### src/rtl/dump_pkg.sv
// Shared types for the state dump streamer.
//   dump_state_e : walker FSM states
//   ch_idx_w()   : channel-select width, at least one bit
//   dump_tag_t   : tag carried alongside each streamed word. The fields are sized for the
//                  largest supported configuration; users take the low bits they need.
package dump_pkg;

  typedef enum logic [1:0] {
    StIdle,
    StRd,
    StWait,
    StOut
  } dump_state_e;

  localparam int unsigned MaxChW   = 3;
  localparam int unsigned MaxAddrW = 32;
  localparam int unsigned MaxSeqW  = 32;

  function automatic int unsigned ch_idx_w(input int unsigned num_ch);
    return (num_ch > 1) ? $clog2(num_ch) : 1;
  endfunction

  typedef struct packed {
    logic [MaxChW-1:0]   ch;
    logic [MaxAddrW-1:0] addr;
    logic [MaxSeqW-1:0]  seq;
    logic                last;
  } dump_tag_t;

endpackage

### src/rtl/dump_period_timer.sv
// Free-running interval timer producing the periodic snapshot trigger.
//   i_clk, i_rst_n : clock, asynchronous active-low reset
//   i_period       : interval in cycles, 0 disables ticking
//   o_tick         : one-cycle pulse when the count reaches i_period-1
// Any change of i_period restarts the count from 0.
module dump_period_timer #(
  parameter int unsigned PERIOD_W = 24
) (
  input  logic                i_clk,
  input  logic                i_rst_n,
  input  logic [PERIOD_W-1:0] i_period,
  output logic                o_tick
);

  logic [PERIOD_W-1:0] cnt_q, cnt_d;
  logic [PERIOD_W-1:0] period_q;
  logic                changed;

  always_comb begin
    changed = (i_period != period_q);
    o_tick  = !changed && (period_q != '0) && (cnt_q == period_q - PERIOD_W'(1));
    cnt_d   = cnt_q + PERIOD_W'(1);
    if (changed || (period_q == '0) || o_tick) begin
      cnt_d = '0;
    end
  end

  always_ff @(posedge i_clk or negedge i_rst_n) begin
    if (!i_rst_n) begin
      cnt_q    <= '0;
      period_q <= '0;
    end else begin
      cnt_q    <= cnt_d;
      period_q <= i_period;
    end
  end

endmodule

### src/rtl/state_dump_streamer.sv
// Snapshot streamer: on a trigger (pulse or periodic tick) walks each channel's address
// window through one shared synchronous read port and streams every word with its tags.
//   i_trigger / i_period          : snapshot requests
//   i_ch_base / i_ch_limit        : packed per-channel windows [base, limit)
//   o_rd_en/o_rd_ch/o_rd_addr     : read port, i_rd_data returns one cycle later
//   o_dump_*, i_dump_ready        : ready/valid output stream with ch/addr/seq/last tags
//   o_busy, o_done, o_dropped     : status
module state_dump_streamer
  import dump_pkg::*;
#(
  parameter int unsigned XLEN     = 32,
  parameter int unsigned ADDR_W   = 12,
  parameter int unsigned NUM_CH   = 3,
  parameter int unsigned PERIOD_W = 24,
  parameter int unsigned SEQ_W    = 16,
  localparam int unsigned CH_W    = ch_idx_w(NUM_CH)
) (
  input  logic                     i_clk,
  input  logic                     i_rst_n,
  input  logic                     i_trigger,
  input  logic [PERIOD_W-1:0]      i_period,
  input  logic [NUM_CH*ADDR_W-1:0] i_ch_base,
  input  logic [NUM_CH*ADDR_W-1:0] i_ch_limit,
  output logic                     o_rd_en,
  output logic [CH_W-1:0]          o_rd_ch,
  output logic [ADDR_W-1:0]        o_rd_addr,
  input  logic [XLEN-1:0]          i_rd_data,
  output logic                     o_dump_valid,
  input  logic                     i_dump_ready,
  output logic [XLEN-1:0]          o_dump_data,
  output logic [CH_W-1:0]          o_dump_ch,
  output logic [ADDR_W-1:0]        o_dump_addr,
  output logic [SEQ_W-1:0]         o_dump_seq,
  output logic                     o_dump_last,
  output logic                     o_busy,
  output logic                     o_done,
  output logic [7:0]               o_dropped
);

  dump_state_e       state_q, state_d;
  logic [CH_W-1:0]   ch_q, ch_d, nxt_ch_q, nxt_ch_d;
  logic [ADDR_W-1:0] addr_q, addr_d, limit_q, limit_d;
  logic [SEQ_W-1:0]  seq_q, seq_d;
  logic [7:0]        dropped_q, dropped_d;
  logic [XLEN-1:0]   data_q, data_d;
  dump_tag_t         tag_q, tag_d;
  logic              pending_q, pending_d, valid_q, valid_d, done_q, done_d;
  logic              more_q, more_d, nxt_found_q, nxt_found_d;

  logic              tick, trig, start_req, hs, consume, more_now;
  logic [ADDR_W-1:0] base_a [NUM_CH];
  logic [ADDR_W-1:0] lim_a  [NUM_CH];
  logic              first_found, scan_found;
  logic [CH_W-1:0]   first_ch, scan_ch;

  dump_period_timer #(
    .PERIOD_W(PERIOD_W)
  ) u_timer (
    .i_clk   (i_clk),
    .i_rst_n (i_rst_n),
    .i_period(i_period),
    .o_tick  (tick)
  );

  assign trig      = i_trigger | tick;
  assign start_req = trig | pending_q;
  assign hs        = valid_q & i_dump_ready;
  assign more_now  = ({1'b0, addr_q} + (ADDR_W + 1)'(1)) < {1'b0, limit_q};

  // Descending scan so the lowest qualifying channel is the one left assigned.
  // first_*: first non-empty channel overall; scan_*: first non-empty after ch_q.
  always_comb begin
    first_found = 1'b0;
    first_ch    = '0;
    scan_found  = 1'b0;
    scan_ch     = '0;
    for (int c = NUM_CH - 1; c >= 0; c--) begin
      base_a[c] = i_ch_base[c*ADDR_W +: ADDR_W];
      lim_a[c]  = i_ch_limit[c*ADDR_W +: ADDR_W];
      if (base_a[c] < lim_a[c]) begin
        first_found = 1'b1;
        first_ch    = CH_W'(c);
        if (c > int'(ch_q)) begin
          scan_found = 1'b1;
          scan_ch    = CH_W'(c);
        end
      end
    end
  end

  // Next-state logic.
  always_comb begin
    state_d = state_q;
    unique case (state_q)
      StIdle:  if (start_req && first_found) state_d = StRd;
      StRd:    state_d = StWait;
      StWait:  state_d = StOut;
      StOut: begin
        if (hs) begin
          if (more_q || nxt_found_q || (pending_q && first_found)) state_d = StRd;
          else state_d = StIdle;
        end
      end
      default: state_d = StIdle;
    endcase
  end

  // Datapath next-state: cursor, output register, sequence, pending/drop bookkeeping.
  always_comb begin
    ch_d        = ch_q;
    addr_d      = addr_q;
    limit_d     = limit_q;
    seq_d       = seq_q;
    dropped_d   = dropped_q;
    data_d      = data_q;
    tag_d       = tag_q;
    valid_d     = valid_q;
    done_d      = 1'b0;
    more_d      = more_q;
    nxt_found_d = nxt_found_q;
    nxt_ch_d    = nxt_ch_q;
    consume     = 1'b0;
    unique case (state_q)
      StIdle: begin
        if (start_req) begin
          consume = pending_q;
          if (first_found) begin
            ch_d    = first_ch;
            addr_d  = base_a[first_ch];
            limit_d = lim_a[first_ch];
          end else begin
            done_d = 1'b1;
            seq_d  = seq_q + SEQ_W'(1);
          end
        end
      end
      StWait: begin
        // Decide the successor now so the last flag and the later advance always agree.
        valid_d                   = 1'b1;
        data_d                    = i_rd_data;
        more_d                    = more_now;
        nxt_found_d               = scan_found;
        nxt_ch_d                  = scan_ch;
        tag_d                     = '0;
        tag_d.ch[CH_W-1:0]        = ch_q;
        tag_d.addr[ADDR_W-1:0]    = addr_q;
        tag_d.seq[SEQ_W-1:0]      = seq_q;
        tag_d.last                = !more_now && !scan_found;
      end
      StOut: begin
        if (hs) begin
          valid_d = 1'b0;
          if (more_q) begin
            addr_d = addr_q + ADDR_W'(1);
          end else if (nxt_found_q) begin
            ch_d    = nxt_ch_q;
            addr_d  = base_a[nxt_ch_q];
            limit_d = lim_a[nxt_ch_q];
          end else begin
            done_d = 1'b1;
            seq_d  = seq_q + SEQ_W'(1);
            // An all-empty pending request stays queued and completes from idle.
            if (pending_q && first_found) begin
              consume = 1'b1;
              ch_d    = first_ch;
              addr_d  = base_a[first_ch];
              limit_d = lim_a[first_ch];
            end
          end
        end
      end
      default: ;
    endcase

    pending_d = pending_q & ~consume;
    // A trigger that does not directly start a snapshot from idle is queued or dropped.
    if (trig && !(state_q == StIdle && !pending_q)) begin
      if (pending_d) begin
        if (dropped_q != 8'hFF) dropped_d = dropped_q + 8'd1;
      end else begin
        pending_d = 1'b1;
      end
    end
  end

  always_ff @(posedge i_clk or negedge i_rst_n) begin
    if (!i_rst_n) state_q <= StIdle;
    else          state_q <= state_d;
  end

  always_ff @(posedge i_clk or negedge i_rst_n) begin
    if (!i_rst_n) begin
      ch_q        <= '0;
      addr_q      <= '0;
      limit_q     <= '0;
      seq_q       <= '0;
      dropped_q   <= '0;
      data_q      <= '0;
      tag_q       <= '0;
      valid_q     <= 1'b0;
      done_q      <= 1'b0;
      pending_q   <= 1'b0;
      more_q      <= 1'b0;
      nxt_found_q <= 1'b0;
      nxt_ch_q    <= '0;
    end else begin
      ch_q        <= ch_d;
      addr_q      <= addr_d;
      limit_q     <= limit_d;
      seq_q       <= seq_d;
      dropped_q   <= dropped_d;
      data_q      <= data_d;
      tag_q       <= tag_d;
      valid_q     <= valid_d;
      done_q      <= done_d;
      pending_q   <= pending_d;
      more_q      <= more_d;
      nxt_found_q <= nxt_found_d;
      nxt_ch_q    <= nxt_ch_d;
    end
  end

  // Outputs.
  always_comb begin
    o_rd_en      = (state_q == StRd);
    o_rd_ch      = ch_q;
    o_rd_addr    = addr_q;
    o_dump_valid = valid_q;
    o_dump_data  = data_q;
    o_dump_ch    = tag_q.ch[CH_W-1:0];
    o_dump_addr  = tag_q.addr[ADDR_W-1:0];
    o_dump_seq   = tag_q.seq[SEQ_W-1:0];
    o_dump_last  = tag_q.last;
    o_busy       = (state_q != StIdle);
    o_done       = done_q;
    o_dropped    = dropped_q;
  end

  // Tag fields are wider than this configuration needs.
  logic unused_tag;
  assign unused_tag = ^tag_q;

endmodule

### config.mk
export PLATFORM = sky130hd
export DESIGN_NAME = state_dump_streamer
export DESIGN_NICKNAME = d
export VERILOG_FILES = /design/src/rtl/dump_pkg.sv /design/src/rtl/dump_period_timer.sv /design/src/rtl/state_dump_streamer.sv
export SDC_FILE = /design/constraint.sdc
export NUM_CORES = 1
export LEC_CHECK = 0
export BUFFER_PORTS_ARGS = -buffer_cell sky130_fd_sc_hd__buf_2
export CAP_MARGIN = 40
export CORE_ASPECT_RATIO = 0.9
export CORE_MARGIN = 1.5
export CORE_UTILIZATION = 55
export DETAILED_ROUTE_END_ITERATION = 16
export PLACE_DENSITY_LB_ADDON = 0.25
export REMOVE_ABC_BUFFERS = 1
export SLEW_MARGIN = 10
export SYNTH_ARGS = -nofsm -noshare
export SYNTH_HDL_FRONTEND = slang
export SYNTH_SLANG_ARGS = --single-unit
### constraint.sdc
create_clock -name i_clk -period 8.5 [get_ports i_clk]
set_clock_uncertainty 0.15 [all_clocks]
set_input_delay 0 -clock i_clk [delete_from_list [all_inputs] [get_ports i_clk]]
set_output_delay 0 -clock i_clk [all_outputs]
set_load 0.01 [all_outputs]
==> summary by stage <==
Setup path
At the worst endpoint, the arrival time is 4.30 ns. The worst-case reg-to-reg path depth is 10. The worst register-to-register path has a setup slack of 4.44 ns. The start of the worst register-to-register path is u_timer.period_q[2]. The worst setup path is of the input pin to flip-flop kind. The category of the worst setup path launch point is an input pin. The worst setup path is captured at a flip-flop.

The worst register-to-register path ends at limit_q[10]. The endpoint required time on the critical path is 8.67 ns. The largest fanout of any net on the critical path is 15.

Placed design
The routability congestion estimate from global placement is 0.950. Buffers placed on the I/O ports in this run total 220. The wire-length estimate of the detail-placed layout is 21.8 mm.

Routing
After detailed routing, the number of vias per cell comes to 5.86. The count of nets left with antenna violations once routing finished came out at 0. The routed layout has 9372 vias. The pre-antenna-repair detailed-routing pass consisted of 5 iterations. After detailed routing, the average wire length per cell comes to 18.9 um. After detailed routing, the total wire length is 30.3 mm. The first routing iteration left 764 violations. In the routed design, unresolved DRC markers number 0.

Clock network
The maximum level of the CTS H-tree is 4. The tree built by TritonCTS fans out to 170 sinks. The clock tree from TritonCTS is built.

Counting the buffers created by CTS gives 17. Gates resized during post-CTS repair numbered 0. Clock latency on the worst-skew pair, taken at its later pin, is 0.44 ns.

After clock tree synthesis, the setup repair step added 0 buffers. After clock tree synthesis, the clock-pin slew on the worst setup and hold paths is 0.08 ns. The maximum buffer depth of the clock tree is 2. CTS placed an instance of sky130_fd_sc_hd__clkbuf_16 at the clock tree root.

After clock tree synthesis, the flow added hold-fix buffers numbering 77.

Timing
The number of pins exceeding their max-slew limit in the final report came to 0. The highest clock rate is 242 MHz. Setup repair after global routing left no endpoint under its margin. The transition at the pin with the smallest max-transition slack is 0.836 ns. The number of hold violations in the final report was 0. The post-layout minimum cycle time is 4.13 ns. The final worst-path cycle share is 48.6%. The relative slew slack is 44.3%.

For the final routed database, the setup TNS stands at 0 ns. The final setup violation count is 0.

Synth
The share of synthesized area in the top cell type comes to 40.3%. Counting flops with a built-in enable in the synthesized netlist gives 0. The most area-hungry cell type in the Yosys netlist is sky130_fd_sc_hd__dfrtp_1.

In the synthesized netlist the dominant register cell turns out to be sky130_fd_sc_hd__dfrtp_1. The post-synthesis sequential element count is 170. The number of different library cells in the post-synthesis netlist is 72. Sequential cells were found to cover 40.3% of the synthesized design area.

After synthesis the cells add up to 10600 um2. By area the synthesized netlist is led by sky130_fd_sc_hd__dfrtp_1, sky130_fd_sc_hd__mux2_2, sky130_fd_sc_hd__ha_1, sky130_fd_sc_hd__xor2_1, sky130_fd_sc_hd__mux2i_1. In this run the mean area of a mapped cell was 10.0 um2. The cell count after synthesis is 1052. The number of synthesis warnings is 0. The fraction of registers with async set or reset after synthesis is 100%.

Floorplanning
The die area is 20100 um2. The count of boundary I/O pins is 221. The placeable core region is 18600 um2. From left edge to right edge, the die measures 149 um. The initial standard-cell utilization of the core is 56.9%.

The chip height is 135 um. The standard-cell row count is 47.

GRT
The number of global-route vias before repair is 9300. The first global-routing pass estimated 48.3 mm of wire. The total overflow reported by the global router is 0. Entering global routing, the biggest net connects 62 pins. The overall fraction of global-route tracks in use is 30.8%. The initial antenna violation count came to 4.

Min path
In this run the most critical hold path is launched from i_ch_base[26]. For hold timing, the worst endpoint is o_rd_addr[2]. The worst hold path passes through 4 cells.

The worst hold path belongs to the class input pin to flip-flop.

Finish
The total of fill cells in the finished design is 1418. Cells with a size suffix above 1 make up 28.3% of the layout. In the layout the commonest cells are sky130_fd_sc_hd__buf_2, sky130_fd_sc_hd__dfrtp_1, sky130_fd_sc_hd__mux2_2. In the final layout, the multi-input gates occupy 5930 um2. Leaving out fill and tap cells, the most frequent cell in the layout is sky130_fd_sc_hd__buf_2.

The net count of the finished layout is 1523. The sequential cell area in the final layout is 4250 um2. Cells fill 71.7% of the core in the end.

The growth of design area from synthesis to finish is 26.2%.

Pwr
The total leakage power is 6.31 nW. After layout, the design draws a total of 3.89 mW. The power density over the cells is 292 nW/um2. The worst-case IR drop observed on VDD is 243 uV.

Status
The run finished with clean final reports.

Run
The max-capacitance violation count is 0.
[worst max path at each step]
stage | to | slack (ns) | cells after the start | from
floorplan | u_timer.cnt_q[10] | 4.04 | 8 | u_timer.period_q[12]
global placement | limit_q[0] | 4.28 | 9 | u_timer.period_q[2]
detailed placement | limit_q[4] | 4.53 | 13 | i_ch_limit[2]
CTS | o_rd_addr[0] | 4.47 | 14 | i_ch_limit[19]
global route | o_rd_addr[0] | 4.23 | 14 | i_ch_limit[19]
finish | o_rd_addr[0] | 4.37 | 14 | i_ch_limit[19]
[area by class of cell]
class / count / area share, %
Sequential cell: 170 / 31.9
Clock inverter: 15 / 1.17
Timing Repair Buffer: 311 / 15.2
Inverter: 60 / 1.69
Tap cell: 245 / 2.30
Multi-Input combinational cell: 776 / 44.4
Clock buffer: 17 / 3.19
Antenna cell: 4 / 0.0751
[state kept, by name (all words and copies together), names as in the netlist, 2 cells and up]
register,cells
o_dump_seq,16
o_dump_ch,2
u_timer.period_q,24
limit_q,12
nxt_ch_q,2
o_dropped,8
o_rd_ch,2
u_timer.cnt_q,24
o_dump_addr,12
state_q,2
o_dump_data,32
o_rd_addr,12
seq_q,16
[metal layers]
| layer | up-vias | track usage (%) | share of wire (%) |
|---|---|---|---|
| li1 | 4317 | - | - |
| met1 | 4528 | 42.2 | 43 |
| met2 | 442 | 48.6 | 46 |
| met3 | 85 | 4.49 | 7.4 |
| met4 | 0 | 14.1 | 3.4 |
| met5 | - | 0 | 0 |
[worst max-delay path: stages]
cell	delay (ns)
sky130_fd_sc_hd__dlygate4sd3_1	0.52
sky130_fd_sc_hd__buf_2	0.13
sky130_fd_sc_hd__inv_1	0.06
sky130_fd_sc_hd__ha_1	0.30
sky130_fd_sc_hd__nand2_1	0.07
sky130_fd_sc_hd__or3_1	0.35
sky130_fd_sc_hd__o2111a_1	0.28
sky130_fd_sc_hd__nor2_1	0.29
sky130_fd_sc_hd__nand3_1	0.66
sky130_fd_sc_hd__buf_4	0.46
sky130_fd_sc_hd__o32ai_1	0.25
sky130_fd_sc_hd__a31oi_1	0.08
sky130_fd_sc_hd__dlygate4sd3_1	0.59
sky130_fd_sc_hd__mux2_4	0.26
[synthesized netlist by cell type (4+ instances only)]
library cell / count
sky130_fd_sc_hd__a211o_1: 4
sky130_fd_sc_hd__a211oi_1: 4
sky130_fd_sc_hd__a21o_1: 8
sky130_fd_sc_hd__a21oi_1: 26
sky130_fd_sc_hd__a22oi_1: 7
sky130_fd_sc_hd__a31oi_1: 6
sky130_fd_sc_hd__and3_1: 15
sky130_fd_sc_hd__buf_1: 5
sky130_fd_sc_hd__clkbuf_1: 37
sky130_fd_sc_hd__dfrtp_1: 170
sky130_fd_sc_hd__ha_1: 55
sky130_fd_sc_hd__inv_1: 59
sky130_fd_sc_hd__mux2_2: 92
sky130_fd_sc_hd__mux2_4: 10
sky130_fd_sc_hd__mux2i_1: 44
sky130_fd_sc_hd__nand2_1: 69
sky130_fd_sc_hd__nand2b_1: 8
sky130_fd_sc_hd__nand3_1: 32
sky130_fd_sc_hd__nand4_1: 13
sky130_fd_sc_hd__nor2_1: 79
sky130_fd_sc_hd__nor2b_1: 7
sky130_fd_sc_hd__nor3_1: 21
sky130_fd_sc_hd__nor3b_1: 7
sky130_fd_sc_hd__nor4_1: 23
sky130_fd_sc_hd__o2111a_1: 4
sky130_fd_sc_hd__o21a_1: 4
sky130_fd_sc_hd__o21ai_0: 48
sky130_fd_sc_hd__o22ai_1: 4
sky130_fd_sc_hd__o32ai_1: 9
sky130_fd_sc_hd__xnor2_1: 40
sky130_fd_sc_hd__xor2_1: 70
[metrics by stage]
stage | setup slack (ns) | hold WS, ns | instance area (um2) | std cells
final | 4.37 | 0.0332 | 13300 | 1598
after global placement | 4.28 | -0.176 | 11900 | 1480
after floorplan | 4.04 | -0.446 | 10400 | 1006
after detailed placement | 4.53 | -0.171 | 12000 | 1485
after CTS | 4.47 | 0.00578 | 13300 | 1594
after global routing | 4.23 | 0.0126 | 13300 | 1597
[power breakdown]
part           switching [mW]  internal [mW]  total (mW)
Clock                   0.377          0.391       0.768
Combinational           0.936          0.886        1.82
Sequential              0.238           1.06        1.30
[cell families after synthesis]
group                      Yosys count  share of synthesized area [%]
and+or+nand+nor                    306                           14.8
DFF                                170                           40.3
AOI/OAI and AO/OA                  159                           10.0
muxes                              146                           15.4
xor gates and xnor gates           110                           9.12
buffers and inverters              106                           3.90
adders and majority gates           55                           6.51
Note: power is estimated with default switching activity, not from simulation.
